--- config.mk ---
export PLATFORM = sky130hd
export DESIGN_NAME = graph_result_capture
export DESIGN_NICKNAME = d
export VERILOG_FILES = /design/src/rtl/graph_capture_pkg.sv /design/src/rtl/graph_sync_fifo.sv /design/src/rtl/graph_result_capture.sv
export SDC_FILE = /design/constraint.sdc
export NUM_CORES = 1
export LEC_CHECK = 0
export CORE_ASPECT_RATIO = 0.5
export CORE_MARGIN = 4
export CORE_UTILIZATION = 40
export DETAILED_ROUTE_END_ITERATION = 8
export PLACE_DENSITY = 0.58
export SYNTH_ARGS = -nofsm -noshare
export SYNTH_HDL_FRONTEND = slang
export SYNTH_SLANG_ARGS = --single-unit
--- constraint.sdc ---
create_clock -name clk -period 3.55 [get_ports clk]
set_clock_uncertainty 0.2 [all_clocks]
set_input_delay 0.71 -clock clk [delete_from_list [all_inputs] [get_ports clk]]
set_output_delay 0.71 -clock clk [all_outputs]
set_load 0.005 [all_outputs]
--- src/rtl/graph_capture_pkg.sv ---
// Shared types and constants for the result-vector change capture block.
// The event word layout is {timestamp, value}, with the value in the low bits.
package graph_capture_pkg;

    localparam int VAL_W     = 4;
    localparam int TS_W_DEF  = 8;
    localparam int DEPTH_DEF = 8;

    typedef struct packed {
        logic [TS_W_DEF-1:0] ts;
        logic [VAL_W-1:0]    val;
    } event_t;

    // Occupancy counter width: must be able to hold DEPTH itself.
    function automatic int level_w(input int depth);
        return $clog2(depth) + 1;
    endfunction

endpackage

--- src/rtl/graph_sync_fifo.sv ---
// Synchronous FIFO with valid/ready drain and an occupancy count.
// There is no fall-through: a write is visible at the head one cycle later.
module graph_sync_fifo
    import graph_capture_pkg::*;
#(
    parameter int DEPTH = 8,
    parameter int WIDTH = 12
) (
    input  logic                      clk,
    input  logic                      rst_n,
    input  logic                      push,
    input  logic [WIDTH-1:0]          push_data,
    output logic                      push_drop,
    output logic                      out_valid,
    input  logic                      out_ready,
    output logic [WIDTH-1:0]          out_data,
    output logic [level_w(DEPTH)-1:0] level
);

    localparam int PTR_W = $clog2(DEPTH);
    localparam int LW    = level_w(DEPTH);

    logic [WIDTH-1:0] mem [DEPTH];
    logic [PTR_W-1:0] wr_ptr;
    logic [PTR_W-1:0] rd_ptr;
    logic [LW-1:0]    cnt;
    logic             full;
    logic             empty;
    logic             pop;
    logic             wr_en;

    assign full  = (cnt == LW'(DEPTH));
    assign empty = (cnt == '0);
    assign pop   = ~empty & out_ready;

    // A pop in the same cycle frees a slot, so a full FIFO still accepts.
    assign wr_en     = push & (~full | pop);
    assign push_drop = push & full & ~pop;

    always_ff @(posedge clk) begin
        if (wr_en) begin
            mem[wr_ptr] <= push_data;
        end
    end

    always_ff @(posedge clk) begin
        if (!rst_n) begin
            wr_ptr <= '0;
            rd_ptr <= '0;
            cnt    <= '0;
        end else begin
            if (wr_en) begin
                wr_ptr <= wr_ptr + 1'b1;
            end
            if (pop) begin
                rd_ptr <= rd_ptr + 1'b1;
            end
            case ({wr_en, pop})
                2'b10:   cnt <= cnt + 1'b1;
                2'b01:   cnt <= cnt - 1'b1;
                default: cnt <= cnt;
            endcase
        end
    end

    assign out_valid = ~empty;
    assign out_data  = empty ? '0 : mem[rd_ptr];
    assign level     = cnt;

endmodule

--- src/rtl/graph_result_capture.sv ---
// Watches the registered result vector, logs each change as {ts, value}
// into a small FIFO, and flags (sticky) any event lost to a full FIFO.
module graph_result_capture
    import graph_capture_pkg::*;
#(
    parameter int DEPTH = DEPTH_DEF,
    parameter int TS_W  = TS_W_DEF
) (
    input  logic                      clk,
    input  logic                      rst_n,
    input  logic                      en,
    input  logic [VAL_W-1:0]          q_in,
    input  logic                      clr_ovf,
    output logic                      out_valid,
    input  logic                      out_ready,
    output logic [TS_W+VAL_W-1:0]     out_data,
    output logic [level_w(DEPTH)-1:0] level,
    output logic                      overflow
);

    logic [TS_W-1:0]       ts;
    logic [VAL_W-1:0]      prev;
    logic                  armed;
    logic                  push_req;
    logic                  push_drop;
    logic [TS_W+VAL_W-1:0] push_word;

    // A disarmed capture always logs the first enabled sample as a baseline.
    assign push_req  = en & (~armed | (q_in != prev));
    assign push_word = {ts, q_in};

    always_ff @(posedge clk) begin
        if (!rst_n) begin
            ts    <= '0;
            prev  <= '0;
            armed <= 1'b0;
        end else if (en) begin
            ts    <= ts + 1'b1;
            prev  <= q_in;
            armed <= 1'b1;
        end else begin
            armed <= 1'b0;
        end
    end

    // A drop in the same cycle as a clear leaves the flag set.
    always_ff @(posedge clk) begin
        if (!rst_n) begin
            overflow <= 1'b0;
        end else if (push_drop) begin
            overflow <= 1'b1;
        end else if (clr_ovf) begin
            overflow <= 1'b0;
        end
    end

    graph_sync_fifo #(
        .DEPTH (DEPTH),
        .WIDTH (TS_W + VAL_W)
    ) u_fifo (
        .clk       (clk),
        .rst_n     (rst_n),
        .push      (push_req),
        .push_data (push_word),
        .push_drop (push_drop),
        .out_valid (out_valid),
        .out_ready (out_ready),
        .out_data  (out_data),
        .level     (level)
    );

endmodule
# Yosys cells after proc, flatten, opt, wreduce, memory -nomap -nowiden
# Memory sizes are Yosys's and may differ from the RTL's. A register that Yosys moved wholly into a read port is not among the register bits.
# Index checks and enable logic that the tools add are counted.
[op_classes] bitwise_logic=11 eq_ne=4 muxes=9 reduce_logical=3 add_sub_neg=5
[op_table] op="two-way mux 12 bit" count=1
[op_table] op="adder 8 x 1 -> 8 bit (second input constant)" count=1
[op_table] op="case mux 4 bit (2 select lines)" count=1
[op_table] op="adder 3 x 1 -> 3 bit (second input constant)" count=2
[op_table] op="two-way mux 3 bit" count=2
[op_table] op="bitwise AND 1 bit" count=5
[op_table] op="two-way mux 1 bit" count=5
[op_table] op="adder 4 x 1 -> 4 bit (second input constant)" count=1
[op_table] op="equality test 4 bit (second input constant)" count=1
[op_table] op="zero test 4 bit" count=1
[op_table] op="inequality test 4 bit" count=1
[op_table] op="NOT 1 bit" count=4
[op_table] op="nonzero test 2 bit" count=2
[op_table] op="subtractor 4 x 1 -> 4 bit (second input constant)" count=1
[op_table] op="equality test 2 x 1 -> 1 bit (second input constant)" count=1
[op_table] op="equality test 2 bit (second input constant)" count=1
[op_table] op="bitwise OR 1 bit" count=2
[totals] in_bits=9 elab_cells=40 ff_bits=24 n_memories=1 ramBits=96
[memory_table] name="u_fifo.mem" depth=8 word_bits=12 rd=1 rd_clocked_by_memory_dff=1 write_ports=1 line="graph_sync_fifo.sv:23" rtl="logic [WIDTH-1:0] mem [DEPTH];"

# Depth between registers and ports, before layout
[logic_depth] ltp_word=7 ltp_mapped=9 mapped_depth_nobuf=9

# By module
# Synthesis repeated with hierarchy kept, for this count alone.
[unflattened] hier_cells=297 hier_area_um2=4998.5
[modules_own_cells] mod="graph_sync_fifo" n_inst=1 cells_each=236 seq_area_each_um2=3143.0 area_per_inst_um2=4385.5
[modules_own_cells] mod="graph_result_capture" n_inst=1 cells_each=61 seq_area_each_um2=280.3 area_per_inst_um2=613.1

# Worst setup path before layout
# No wires, ideal clock.
[synth_timing] path_kind="input port to flip-flop" start="in q_in[3]" end="mem u_fifo.mem[4][0] (enable)" t_arrival_ns=2.815 path_buffers=0 path_stages=5 slack_ns=0.118 required_time_ns=2.933 path_cell_list="xnor2_1 > and2_1 > a21boi_0 > o21ai_0 > nor4b_1"
[synth_between] elab_chain_len=6
[synth_lines] element="start: declaration" line="graph_result_capture.sv:12" rtl="input logic [VAL_W-1:0] q_in,"
[synth_lines] element="inequality test 4 bit" line="graph_result_capture.sv:29" rtl="assign push_req = en & (~armed | (q_in != prev));"
[synth_lines] element="bitwise OR 1 bit" line="graph_result_capture.sv:29"
[synth_lines] element="bitwise AND 1 bit" line="graph_result_capture.sv:29"
[synth_lines] element="bitwise AND 1 bit" line="graph_sync_fifo.sv:37" rtl="assign wr_en = push & (~full | pop);"
[synth_lines] element="two-way mux 1 bit" line="graph_sync_fifo.sv:41" rtl="if (wr_en) begin"
[synth_lines] element="two-way mux 1 bit (implied by the code)" line="graph_sync_fifo.sv:42" rtl="mem[wr_ptr] <= push_data;"
[synth_lines] element="end: declaration" line="graph_sync_fifo.sv:23"
# Every way passes these cells.

==> flow_summary.rst <==
.. list-table::
   :header-rows: 1

   * - Metric
     - Value
   * - Initial antenna violation count
     - 0
   * - Number of cells traversed by the worst register-to-register path
     - 8
   * - Setup slack on the worst flop-to-flop path
     - 0.89 ns
   * - Total congestion overflow
     - 0
   * - Clock-pin slew reported for the worst setup and hold paths after clock tree synthesis
     - 0.05 ns
   * - CTS tree
     - built
   * - WHS Path Cells
     - 2
   * - Number of cells in the finished layout apart from fillers
     - 529
   * - Standby leakage power
     - 2.12 nW
   * - Post-detailed-routing wire length
     - 10000 um
   * - Distinct cell type count of the synthesized netlist
     - 43
   * - Adder-cell area share of the yosys netlist
     - 1.64%
   * - Synthesized net count
     - 312
   * - Peak supply drop
     - 0.419 mV
   * - Critical path endpoint category
     - output port
   * - Measured slew at the worst slew-check pin
     - 0.672 ns
   * - Fin Setup TNS
     - 0 ns
   * - Pre-CTS setup slack
     - 0.120 ns
   * - Total CTS buffers
     - 17
   * - Ant. Diodes
     - 0
   * - Synthesized flop and latch total
     - 123
   * - Leading register cell type out of synthesis
     - sky130_fd_sc_hd__edfxtp_1
   * - Max-slew violation count
     - 0
   * - Average size of a mapped cell
     - 16.9 um^2
   * - Min cycle time layout
     - 3.13 ns
   * - Utilization of the core after routing
     - 52.4%
   * - Share of synthesized area spent on multiplexers
     - 14.9%
   * - Core box area
     - 12100 um^2
   * - Y dimension of the die
     - 87.3 um
   * - Port Buffer Count
     - 26
   * - Drt wl/cell
     - 19.0 um
   * - Post-Synth XOR/XNOR Area
     - 2.09%
   * - Critical path cell sequence
     - buf_12 -> mux4_2 -> mux2i_1 -> nor2_1 -> clkdlybuf4s50_1
   * - Pwr per Cell Area
     - 720 nW/um^2
   * - Startpoint of the tightest hold check path
     - prev[1]
   * - Share of synthesized area occupied by flip-flops and latches
     - 68.1%
   * - Count of pins on the block boundary
     - 27
   * - Placed Instances
     - 497
   * - Area delta synth->final
     - 25.6%
   * - TritonRoute pass-1 iters
     - 6
   * - Number of nets with antenna violations after detailed routing
     - 0
   * - Hold-fix buffer count after cts
     - 0
   * - Detailed router's first-iteration violation count
     - 171
   * - Critical Path Fanout Max
     - 24
   * - Quantity of gates resized following cts
     - 0
   * - Clock root buffer
     - sky130_fd_sc_hd__clkbuf_16
   * - Worst reg2reg startpoint
     - u_fifo.level[3]
   * - Floorplan die width
     - 167 um
   * - Final hold violation count
     - 0
   * - Number of enable-type register cells in the synthesized netlist
     - 96
   * - Via total after detailed routing
     - 2683
   * - Total power of the final layout
     - 4.54 mW
   * - Die Outline Area
     - 14500 um^2
   * - Clk Latency, worst-skew pair
     - 0.41 ns
   * - Yosys warnings
     - 0
   * - Maximum number of pins on one net before global-route repair
     - 25
   * - Largest family of logic cells by synthesized area
     - multiplexers
   * - First-pass GRT wire length
     - 16300 um
   * - Post-synthesis instance area
     - 5030 um^2
   * - Run status
     - finished clean
   * - Type of origin of the critical path
     - flop
   * - Worst slew slack as a fraction of its limit
     - 54.7%
   * - Count of H-tree levels built during CTS
     - 4
   * - Slowest stage cell on the critical path
     - sky130_fd_sc_hd__mux4_2
   * - Slowest stage delay, CP
     - 0.54 ns
   * - Post-CTS Repair Setup Buffers
     - 0
   * - Most common library cell in the layout ignoring fill and taps
     - sky130_fd_sc_hd__edfxtp_1
   * - Effective utilization at floorplan
     - 41.7%
   * - Synthesized-area fraction occupied by and/or/nand/nor cells
     - 7.96%
   * - Share of post-route cells with drive strength above 1
     - 24.7%
   * - # rows
     - 28
   * - Global routing usage summed across all routing layers
     - 15.1%
   * - Final period utilization
     - 88.2%
   * - Placer congestion estimate
     - 0.757
   * - Post-DR vias/cell
     - 5.07
   * - Number of violations of the max-capacitance limit
     - 0
   * - Share of synthesized flip-flops with an asynchronous set or reset
     - 0%
   * - Setup-failing EPs final
     - 0
   * - Instance count of the mapped netlist
     - 297
   * - Top library cells by usage in the layout, fill and taps aside
     - 96 x sky130_fd_sc_hd__edfxtp_1, 27 x sky130_fd_sc_hd__dfxtp_1, 26 x sky130_fd_sc_hd__clkdlybuf4s50_1
   * - Half-perimeter wire length after placement
     - 6530 um
   * - Setup repair after global routing missed its margin
     - no
   * - Number of nets in the finished design
     - 366
   * - Minimum setup slack in the final design
     - 0.419 ns
   * - Max Clock Freq
     - 319 MHz
   * - Number of global-route vias before repair
     - 2929
   * - Worst Hold End
     - prev[1]
   * - Worst endpoint required time
     - 2.64 ns
   * - Total clock sinks
     - 123
   * - Worst-case clock buffer depth
     - 2
   * - Worst EP arrival
     - 2.22 ns
   * - Synthesized-area fraction occupied by ao, oa, aoi and oai cells
     - 3.86%
   * - Capture point of the worst reg-to-reg path
     - u_fifo.level[3]
   * - Hold WC Path Type
     - flop to flop
   * - Class of the most critical setup path
     - flop to output port
   * - Remaining design rule violation count
     - 0
## sequential cells by signal, summed over array words and instances, names as in the netlist, named ones only
| register | flops |
|---|---|
| overflow | 1 |
| u_fifo.wr_ptr | 3 |
| armed | 1 |
| u_fifo.level | 4 |
| u_fifo.rd_ptr | 3 |
| ts | 8 |
| prev | 4 |
| u_fifo.mem | 96 |
## cell families (layout without fill, tap and decap cells)
| family | after synthesis | count (layout) |
|---|---|---|
| AND/OR/NAND/NOR | 71 | 71 |
| buffers and inverters | 18 | 85 |
| AO/OA/AOI/OAI | 22 | 22 |
| multiplexers | 45 | 45 |
| flip-flops | 123 | 123 |
| adder cells (fa/ha/maj) | 6 | 6 |
| XOR/XNOR | 12 | 12 |
## power breakdown
part | total, mW | internal, mW | switching, mW
Sequential | 1.73 | 1.64 | 0.0897
Clock | 1.79 | 1.18 | 0.609
Combinational | 1.03 | 0.575 | 0.457
Total | 4.54 | 3.39 | 1.15
## worst max path at each step
stage	end	slack, ns	cells past startpoint
after floorplan	u_fifo.mem[4][0]	0.12	5
after global placement	u_fifo.level[3]	0.26	10
after detailed placement	u_fifo.level[3]	0.12	10
after CTS	out_data[5]	0.36	5
after global routing	out_data[3]	0.24	5
final	out_data[3]	0.42	5
## final cells by class
| cell class | instances | area [um^2] |
|---|---|---|
| repair buffers | 48 | 463 |
| flip-flops and latches | 123 | 3420 |
| clock buffers | 18 | 429 |
| multi-input cells | 156 | 1580 |
| fillers | 973 | 5740 |
| inverters | 5 | 18.8 |
| well taps | 165 | 206 |
| clock inverters | 14 | 194 |
## Yosys cell counts (2+ instances only)
cell type,instances,area [um^2]
sky130_fd_sc_hd__nor3b_1,3,22.5
sky130_fd_sc_hd__nor2_1,16,60.1
sky130_fd_sc_hd__edfxtp_1,96,2880
sky130_fd_sc_hd__xnor2_1,7,61.3
sky130_fd_sc_hd__inv_1,5,18.8
sky130_fd_sc_hd__a21boi_0,4,30.0
sky130_fd_sc_hd__o21ai_0,7,35.0
sky130_fd_sc_hd__nand3_1,2,10.0
sky130_fd_sc_hd__a21oi_1,3,15.0
sky130_fd_sc_hd__nand2_1,11,41.3
sky130_fd_sc_hd__nor3_1,3,15.0
sky130_fd_sc_hd__ha_1,5,62.6
sky130_fd_sc_hd__buf_2,3,15.0
sky130_fd_sc_hd__nor4b_1,2,17.5
sky130_fd_sc_hd__xor2_1,5,43.8
sky130_fd_sc_hd__and2_1,10,62.6
sky130_fd_sc_hd__or3_1,3,18.8
sky130_fd_sc_hd__nor2b_1,8,50.1
sky130_fd_sc_hd__buf_1,3,11.3
sky130_fd_sc_hd__clkbuf_1,7,26.3
sky130_fd_sc_hd__mux2i_1,21,210
sky130_fd_sc_hd__nand4_1,3,18.8
sky130_fd_sc_hd__dfxtp_1,27,541
sky130_fd_sc_hd__mux4_2,24,541
## critical path, delay by kind of cell (launching register included)
kind                   cells  cell delay, ns
AND/OR/NAND/NOR            1            0.06
flip-flops                 1            0.35
buffers and inverters      2            0.68
multiplexers               2            0.71
## metrics by stage
| step | hold slack (ns) | area [um^2] |
|---|---|---|
| global route | 0.381 | 6310 |
| detailed placement | 0.325 | 5690 |
| finish | 0.332 | 6310 |
| floorplan | 0.271 | 5030 |
| global placement | 0.285 | 5690 |
| CTS | 0.340 | 6310 |
## routing by layer
| metal | routed length (um) | vias to the layer above | track usage, % | share of wire, % |
|---|---|---|---|---|
| met3 | 382 | 10 | 4.13 | 3.8 |
| met5 | 0 | - | 0 | 0 |
| met2 | 4840 | 48 | 24.5 | 48 |
| met4 | 129 | 0 | 6.53 | 1.3 |
| li1 | - | 1263 | - | - |
| met1 | 4690 | 1362 | 19.5 | 47 |
Note: power is estimated with default switching activity, not from simulation.
